`src/rtl/uart_pkg.sv`:
```
// Shared definitions for the UART transmit feeder: byte width, default sizing and FSM encoding.
`timescale 1ns/1ps
package uart_pkg;

    localparam int unsigned BYTE_W          = 8;
    localparam int unsigned DEPTH_DEF       = 16;
    localparam int unsigned ACK_TIMEOUT_DEF = 4096;

    typedef enum logic [1:0] {
        StIdle     = 2'd0,
        StSend     = 2'd1,
        StWaitDone = 2'd2
    } feeder_state_e;

endpackage

```
`src/rtl/byte_fifo.sv`:
```
// Byte FIFO with wrap-bit pointers; full/empty/level are decoded combinationally from the pointers.
`timescale 1ns/1ps
module byte_fifo
    import uart_pkg::*;
#(
    parameter int unsigned DEPTH = DEPTH_DEF,
    parameter int unsigned AW    = $clog2(DEPTH)
) (
    input  logic              clk_i,
    input  logic              rst_i,
    input  logic              wr_en_i,
    input  logic [BYTE_W-1:0] wr_data_i,
    input  logic              rd_en_i,
    output logic [BYTE_W-1:0] rd_data_o,
    output logic              full_o,
    output logic              empty_o,
    output logic [AW:0]       level_o
);

    logic [BYTE_W-1:0] mem_q [DEPTH];
    logic [AW:0]       wr_ptr_q, wr_ptr_d;
    logic [AW:0]       rd_ptr_q, rd_ptr_d;
    logic              push, pop;

    always_comb begin
        full_o  = (wr_ptr_q[AW] != rd_ptr_q[AW]) && (wr_ptr_q[AW-1:0] == rd_ptr_q[AW-1:0]);
        empty_o = (wr_ptr_q == rd_ptr_q);
        level_o = wr_ptr_q - rd_ptr_q;
        // Both decisions use pre-edge status, so a push while full is lost even alongside a pop.
        push     = wr_en_i && !full_o;
        pop      = rd_en_i && !empty_o;
        wr_ptr_d = push ? wr_ptr_q + (AW + 1)'(1) : wr_ptr_q;
        rd_ptr_d = pop  ? rd_ptr_q + (AW + 1)'(1) : rd_ptr_q;
        rd_data_o = mem_q[rd_ptr_q[AW-1:0]];
    end

    always_ff @(posedge clk_i or posedge rst_i) begin
        if (rst_i) begin
            wr_ptr_q <= '0;
            rd_ptr_q <= '0;
        end else begin
            wr_ptr_q <= wr_ptr_d;
            rd_ptr_q <= rd_ptr_d;
        end
    end

    always_ff @(posedge clk_i) begin
        if (push) begin
            mem_q[wr_ptr_q[AW-1:0]] <= wr_data_i;
        end
    end

endmodule

```
`src/rtl/uart_tx_feeder.sv`:
```
// Presents buffered bytes to a UART transmitter and holds each one until the transmitter goes busy.
`timescale 1ns/1ps
module uart_tx_feeder
    import uart_pkg::*;
#(
    parameter int unsigned DEPTH       = DEPTH_DEF,
    parameter int unsigned AW          = $clog2(DEPTH),
    parameter int unsigned ACK_TIMEOUT = ACK_TIMEOUT_DEF
) (
    input  logic              clk_i,
    input  logic              rst_i,
    input  logic              wr_en_i,
    input  logic [BYTE_W-1:0] wr_data_i,
    output logic              full_o,
    output logic              empty_o,
    output logic [AW:0]       level_o,
    output logic [BYTE_W-1:0] din_byte_o,
    output logic              din_rdy_o,
    input  logic              uart_ready_i,
    input  logic              clr_err_i,
    output logic              overflow_o,
    output logic              ack_err_o
);

    localparam int unsigned TW = (ACK_TIMEOUT > 1) ? $clog2(ACK_TIMEOUT) : 1;
    localparam logic [TW-1:0] TIMER_LAST = TW'(ACK_TIMEOUT - 1);

    feeder_state_e     state_q, state_d;
    logic [TW-1:0]     timer_q, timer_d;
    logic [BYTE_W-1:0] byte_q, byte_d;
    logic              rdy_q, rdy_d;
    logic              overflow_q, overflow_d;
    logic              ack_err_q, ack_err_d;
    logic              pop, timeout;
    logic              fifo_full, fifo_empty;
    logic [BYTE_W-1:0] fifo_rd_data;

    byte_fifo #(
        .DEPTH (DEPTH),
        .AW    (AW)
    ) u_fifo (
        .clk_i     (clk_i),
        .rst_i     (rst_i),
        .wr_en_i   (wr_en_i),
        .wr_data_i (wr_data_i),
        .rd_en_i   (pop),
        .rd_data_o (fifo_rd_data),
        .full_o    (fifo_full),
        .empty_o   (fifo_empty),
        .level_o   (level_o)
    );

    always_comb begin
        state_d = state_q;
        timer_d = timer_q;
        byte_d  = byte_q;
        rdy_d   = rdy_q;
        pop     = 1'b0;
        timeout = 1'b0;
        case (state_q)
            StIdle: begin
                if (!fifo_empty && uart_ready_i) begin
                    pop     = 1'b1;
                    byte_d  = fifo_rd_data;
                    rdy_d   = 1'b1;
                    timer_d = '0;
                    state_d = StSend;
                end
            end
            StSend: begin
                if (!uart_ready_i) begin
                    rdy_d   = 1'b0;
                    state_d = StWaitDone;
                end else if (timer_q == TIMER_LAST) begin
                    // Transmitter never took the byte; discard it rather than stall the stream.
                    rdy_d   = 1'b0;
                    timeout = 1'b1;
                    state_d = StIdle;
                end else begin
                    timer_d = timer_q + TW'(1);
                end
            end
            StWaitDone: begin
                if (uart_ready_i) begin
                    state_d = StIdle;
                end
            end
            default: begin
                rdy_d   = 1'b0;
                state_d = StIdle;
            end
        endcase
        // A new error event outranks a same-cycle clear.
        overflow_d = (overflow_q && !clr_err_i) || (wr_en_i && fifo_full);
        ack_err_d  = (ack_err_q && !clr_err_i) || timeout;
    end

    always_ff @(posedge clk_i or posedge rst_i) begin
        if (rst_i) begin
            state_q    <= StIdle;
            timer_q    <= '0;
            byte_q     <= '0;
            rdy_q      <= 1'b0;
            overflow_q <= 1'b0;
            ack_err_q  <= 1'b0;
        end else begin
            state_q    <= state_d;
            timer_q    <= timer_d;
            byte_q     <= byte_d;
            rdy_q      <= rdy_d;
            overflow_q <= overflow_d;
            ack_err_q  <= ack_err_d;
        end
    end

    assign full_o     = fifo_full;
    assign empty_o    = fifo_empty;
    assign din_byte_o = byte_q;
    assign din_rdy_o  = rdy_q;
    assign overflow_o = overflow_q;
    assign ack_err_o  = ack_err_q;

endmodule
```
`config.mk`:
```
export PLATFORM = sky130hd
export DESIGN_NAME = uart_tx_feeder
export DESIGN_NICKNAME = d
export VERILOG_FILES = /design/src/rtl/uart_pkg.sv /design/src/rtl/byte_fifo.sv /design/src/rtl/uart_tx_feeder.sv
export SDC_FILE = /design/constraint.sdc
export NUM_CORES = 1
export LEC_CHECK = 0
export CORE_MARGIN = 2
export CORE_UTILIZATION = 50
export CTS_CLUSTER_SIZE = 10
export DETAILED_ROUTE_END_ITERATION = 10
export GPL_ROUTABILITY_DRIVEN = 0
export PLACE_DENSITY = 0.78
export SKIP_CTS_REPAIR_TIMING = 1
export SLEW_MARGIN = 20
export SYNTH_ARGS = -nofsm -noshare
export SYNTH_HDL_FRONTEND = slang
export SYNTH_SLANG_ARGS = --single-unit
```
`constraint.sdc`:
```
create_clock -name clk_i -period 5 [get_ports clk_i]
set_input_delay 0.5 -clock clk_i [delete_from_list [all_inputs] [get_ports clk_i]]
set_output_delay 0.5 -clock clk_i [all_outputs]
set_load 0.01 [all_outputs]
```
## Word-level counts from Yosys, hierarchy flattened

Memories as Yosys holds them, arrays and structs flattened. A register that Yosys moved wholly into a read port is not among the register bits.
Index checks and enable logic that the tools add are counted.

| word-level totals | value |
|---|---|
| register bits | 27 |
| memory bits (writable) | 128 |
| output and inout port bits | 18 |
| logic and storage cells | 62 |
| memories | 1 |

| operators by class | value |
|---|---|
| $add $sub $neg | 4 |
| equality and inequality tests | 11 |
| muxes and demuxes | 20 |
| bitwise logic cells | 1 |
| reductions and logical operators | 18 |

Memory list:

| memory | words | bits a word | read ports | clocked after memory_dff | write ports | line | source |
|---|---|---|---|---|---|---|---|
| u_fifo.mem_q | 16 | 8 | 1 | 1 | 1 | byte_fifo.sv:20 | `logic [BYTE_W-1:0] mem_q [DEPTH];` |

Operators by type and width:

| kind | number |
|---|---|
| $mux 12 | 3 |
| $pmux 12 s2 | 1 |
| $add 12x1->12 const B | 1 |
| $eq 12x12->1 const B | 1 |
| $add 5x1->5 const B | 2 |
| $mux 1 | 10 |
| $mux 2 | 4 |
| $ne 2x2->1 const B | 4 |
| $logic_and 1x1->1 | 7 |
| $pmux 2 s3 | 1 |
| $reduce_and 3->1 | 2 |
| $eq 5x5->1 | 1 |
| $sub 5x5->5 | 1 |
| $eq 4x4->1 | 1 |
| $reduce_and 4->1 | 1 |
| $logic_not 1->1 | 3 |
| $ne 3x3->1 const B | 1 |
| $pmux 1 s3 | 1 |
| $eq 2x1->1 const B | 1 |
| $eq 2x2->1 const B | 1 |
| $logic_not 2->1 | 1 |
| $logic_or 1x1->1 | 2 |
| $reduce_and 2->1 | 1 |
| $reduce_bool 2->1 | 1 |
| 2 further kinds | 2 |

## Longest topological paths before layout

| logic depth | value |
|---|---|
| depth after elaboration | 6 |
| depth in mapped cells | 9 |

## By module

Synthesis repeated with hierarchy kept, for this count alone.

| unflattened totals | value |
|---|---|
| cell total of the unflattened synthesis | 412 |
| area total of the unflattened synthesis | 6,915.4 um^2 |

Modules (own cells, without submodules):

| module | instances | cells each | area each (um^2) |
|---|---|---|---|
| byte_fifo | 1 | 299 | 5,691.7 |
| uart_tx_feeder | 1 | 113 | 1,223.7 |

## Worst setup path before layout

Ideal clock, no wire load.

| path | value |
|---|---|
| path type | register -> register |
| start point | reg u_fifo.rd_ptr_q[1] |
| end point | mem u_fifo.mem_q[3][0] (enable) |
| arrival time | 2.462 ns |
| data required time | 4.617 ns |
| setup slack | 2.155 ns |
| cell stages (with the launch flop) | 9 |
| buffers on the path | 2 |
| period minus slack after synthesis | 2.845 ns |
| cell sequence | dfrtp_1 buf_2 buf_2 inv_1 ha_1 and4_1 a21boi_2 nand2_1 nor3_1 |

| on the way | value |
|---|---|
| word-level cells in the longest chain between the ends | 6 |

Ends and longest elaborated chain:

| item | line | source |
|---|---|---|
| start: declaration | byte_fifo.sv:22 | `logic [AW:0] rd_ptr_q, rd_ptr_d;` |
| start signal: assignment | byte_fifo.sv:43 | `rd_ptr_q <= rd_ptr_d;` |
| $eq 4x4->1 | byte_fifo.sv:26 | `full_o = (wr_ptr_q[AW] != rd_ptr_q[AW]) && (wr_ptr_q[AW-1:0] == rd_ptr_q[AW-1:0]);` |
| $logic_and 1x1->1 | byte_fifo.sv:26 |  |
| $logic_not 1->1 | byte_fifo.sv:30 | `push = wr_en_i && !full_o;` |
| $logic_and 1x1->1 | byte_fifo.sv:30 |  |
| $mux 1 | byte_fifo.sv:48 | `if (push) begin` |
| $mux 1 (not written as such) | byte_fifo.sv:49 | `mem_q[wr_ptr_q[AW-1:0]] <= wr_data_i;` |
| end: declaration | byte_fifo.sv:20 |  |

No other way between the ends.

## Worst setup path in the final report

| path | value |
|---|---|
| start point | reg u_fifo.rd_ptr_q[0] |
| end point | out level_o[4] |

| on the way | value |
|---|---|
| word-level cells in the longest chain between the ends | 1 |

Ends and longest elaborated chain:

| item | line | source |
|---|---|---|
| $sub 5x5->5 | byte_fifo.sv:28 | `level_o = wr_ptr_q - rd_ptr_q;` |
| end: declaration | uart_tx_feeder.sv:16 | `output logic [AW:0] level_o,` |

No other way between the ends.

==> flow_metrics.py <==
metrics = {
    "global_route": {
        "grt_pass1_vias": 3908,
        "grt.overflow.total": 0,
        "grt_first_pass_wirelength_microns": 22290,
        "antenna_found_initial": 0,
        "grt_use_total_pct": 21.23,
        "grt_max_degree": 39,
    },
    "yosys": {
        "synth.distinct_cells": 47,
        "synthTopCellsByArea": "edfxtp_1 57%, dfrtp_1 13%, mux4_2 5.6%",
        "synth_edf_count": 128,
        "ys_seq_area_share_pct": 69.44,
        "synth-seq-cells": 163,
        "synthesis.area_sq_um": 6797,
        "syn_area_per_cell_sq_um": 15.95,
        "synth_top_cell_by_area": "edfxtp_1",
        "synth_top_area_share_pct": 56.55,
        "ys_warn_count": 0,
        "async_reset_ff_share_pct": 21.47,
        "syn_nets": 450,
        "synth_ff_type": "edfxtp_1",
        "syn_inst": 426,
    },
    "die": {
        "start_util_pct": 51.32,
        "die-area_sq_um": 14540,
        "core-area_sq_um": 13240,
        "io_pins": 31,
        "chipWidth_microns": 120.6,
        "core.rowCount": 42,
        "fp.dieH_microns": 120.6,
    },
    "cells_and_area": {
        "num-fill-cells": 976,
        "nNetsFinal": 485,
        "syn2layout_area_growth_pct": 15.34,
        "drive_gt1_share_pct": 13.71,
        "final_area_sq_um": 7839,
        "fin_cells": 650,
        "n_antenna_cell": 0,
        "final_util_pct": 59.19,
        "final_cell_mix": "128 x edfxtp_1, 33 x dfrtp_1, 30 x mux2i_1, 30 x clkdlybuf4s50_1, 27 x nor2_1",
        "mostFrequentLayoutCell": "edfxtp_1",
    },
    "critical_path": {
        "critPathSlowestCell": "clkdlybuf4s50_1",
        "start_kind": "register",
        "critPathArrivalTime_ns": 2.88,
        "slowest_delay_ns": 0.55,
        "cp-end-kind": "output port",
        "path_class": "register to output port",
        "worst-path-buf-inv": 3,
        "r2r_slack_ns": 1.65,
        "critPathMaxFanout": 37,
        "path_cells": "buf_4, ha_1, fa_1, inv_1, a21o_1, a21oi_1, xnor2_1, clkdlybuf4s50_1",
        "critPathTopFamily": "buffers and inverters",
        "ff2ff_path_depth": 6,
        "r2r-start": "u_fifo.rd_ptr_q[0]$_DFFE_PP0P_",
        "r2r-end": "u_fifo.mem_q[2][2]$_DFFE_PP_",
        "crit_required_ns": 4.50,
    },
    "sta": {
        "relSlewSlack_pct": 33.41,
        "finalSetupViolations": 0,
        "clock.fmax_ghz": 0.2958,
        "finalSetupTns_ns": 0,
        "holdWs_ns": 0.4903,
        "rsz0062_at_grt": "no",
        "drv_slew": 0,
        "hold_viol": 0,
        "fin_crit_ns": 3.380,
        "worst_clock_skew_ns": 0.01048,
        "period_share_pct": 67.61,
        "tightestPinTransition_ns": 0.9931,
    },
    "routing": {
        "wl_per_cell_microns": 22.15,
        "num_vias": 3935,
        "first_pass_iters": 5,
        "antenna_left": 0,
        "drt_iter0_drc": 474,
        "wirelength_microns": 14400,
        "drc_errors": 0,
        "drt-vias-per-instance": 6.054,
    },
    "placement": {
        "io_buffer_count": 30,
        "place_area_sq_um": 7227,
        "dp.cells": 618,
        "dpl.hpwl_microns": 9324,
    },
    "clocking": {
        "cts-htree-levels": 4,
        "clkTransAtPathRegs_ns": 0.06,
        "clock_sinks": 163,
        "cts_tree": "yes",
        "clock-root-buffer": "clkbuf_16",
        "cts_made_buffers": 17,
        "worstSkewPairLatency_ns": 0.43,
        "clockBufferDepth": 2,
    },
    "worst_hold_path": {
        "hp-class": "primary input to asynchronous set/reset pin",
    },
    "status": {
        "status": "finished, final reports clean",
    },
    "power_and_ir_drop": {
        "p_leak_nw": 2.770,
        "power_density_nw_per_um2": 591.8,
        "ir_worst_vdd_uv": 310.3,
    },
    "flow_run": {
        "max_cap_violations": 0,
    },
}
==> cell type report <==
cell class	instances	area [sq um]	share of cell area (%)
sequential	163	4722	60.24
inverter	18	67.56	0.8619
tap	176	220.2	2.809
multi-input combinational	228	1909	24.36
clock inverter	15	171.4	2.187
timing repair buffer	33	322.8	4.118
clock buffer	17	425.4	5.427
==> state kept, by name, indices dropped and copies added, names as in the netlist <==
register	cells
u_fifo.mem_q	128
ack_err_o	1
u_fifo.rd_ptr_q	5
din_byte_o	8
u_fifo.wr_ptr_q	5
timer_q	12
din_rdy_o	1
state_q	2
overflow_o	1
==> cell usage after synthesis, drive strengths merged, types with 10 or more instances <==
library cell and number:
nor2 28, inv 18, nand2 18, nand3 10
mux4 17, o22ai 16, mux2i 30, xnor2 14
ha 10, dfrtp 35, edfxtp 128, buf 15
==> metal layers <==
metal  GRT usage (%)  wire length [microns]  up-vias
met5               0                      0        -
met4           9.375                    378        0
met3           5.613                   1166       34
met2           31.71                   6833      192
met1           29.58                   6021     1979
li1                -                      -     1730
==> cells by family (layout without fill, tap and decap cells) <==
group           after synthesis  in the layout  synth area share, %
flops                       163            163                69.44
simple gates                 92             92                6.922
compound gates               62             62                6.664
mux                          48             48                10.22
buf+inv                      35             83                2.688
xor+xnor                     15             15                1.933
fa+ha+maj                    11             11                2.136
==> through the flow <==
stage	power (mW)	worst slack (ns)
global placement	3.285	1.872
detailed placement	3.334	1.652
CTS	4.647	1.525
floorplan	2.831	2.155
finish	4.639	1.620
global route	4.854	1.352
==> power breakdown <==
part | switching (mW) | internal, mW
Clock | 0.549 | 0.750
Sequential | 0.161 | 1.67
Combinational | 0.826 | 0.682
Total | 1.54 | 3.10
==> worst register-to-register path, stage by stage (launching register included) <==
cell and delay (ns):
dfrtp_2 0.34, buf_4 0.52, ha_1 0.39, and4_1 0.27
a21boi_2 0.40, nand2_1 0.26, nor3_1 0.81
==> how the worst max path moves through the flow <==
stage                                               from                           end  slack [ns]  cells after the start
after floorplan           u_fifo.rd_ptr_q[1]$_DFFE_PP0P_  u_fifo.mem_q[3][0]$_DFFE_PP_        2.15                      8
final                     u_fifo.rd_ptr_q[0]$_DFFE_PP0P_                    level_o[4]        1.62                      8
after global placement    u_fifo.rd_ptr_q[0]$_DFFE_PP0P_  u_fifo.mem_q[1][2]$_DFFE_PP_        1.87                      6
after detailed placement  u_fifo.rd_ptr_q[0]$_DFFE_PP0P_  u_fifo.mem_q[0][3]$_DFFE_PP_        1.65                      6
after CTS                 u_fifo.rd_ptr_q[0]$_DFFE_PP0P_  u_fifo.mem_q[0][7]$_DFFE_PP_        1.52                      6
after global routing      u_fifo.rd_ptr_q[0]$_DFFE_PP0P_                    level_o[4]        1.35                      8
(Power assumes the default switching activity.)
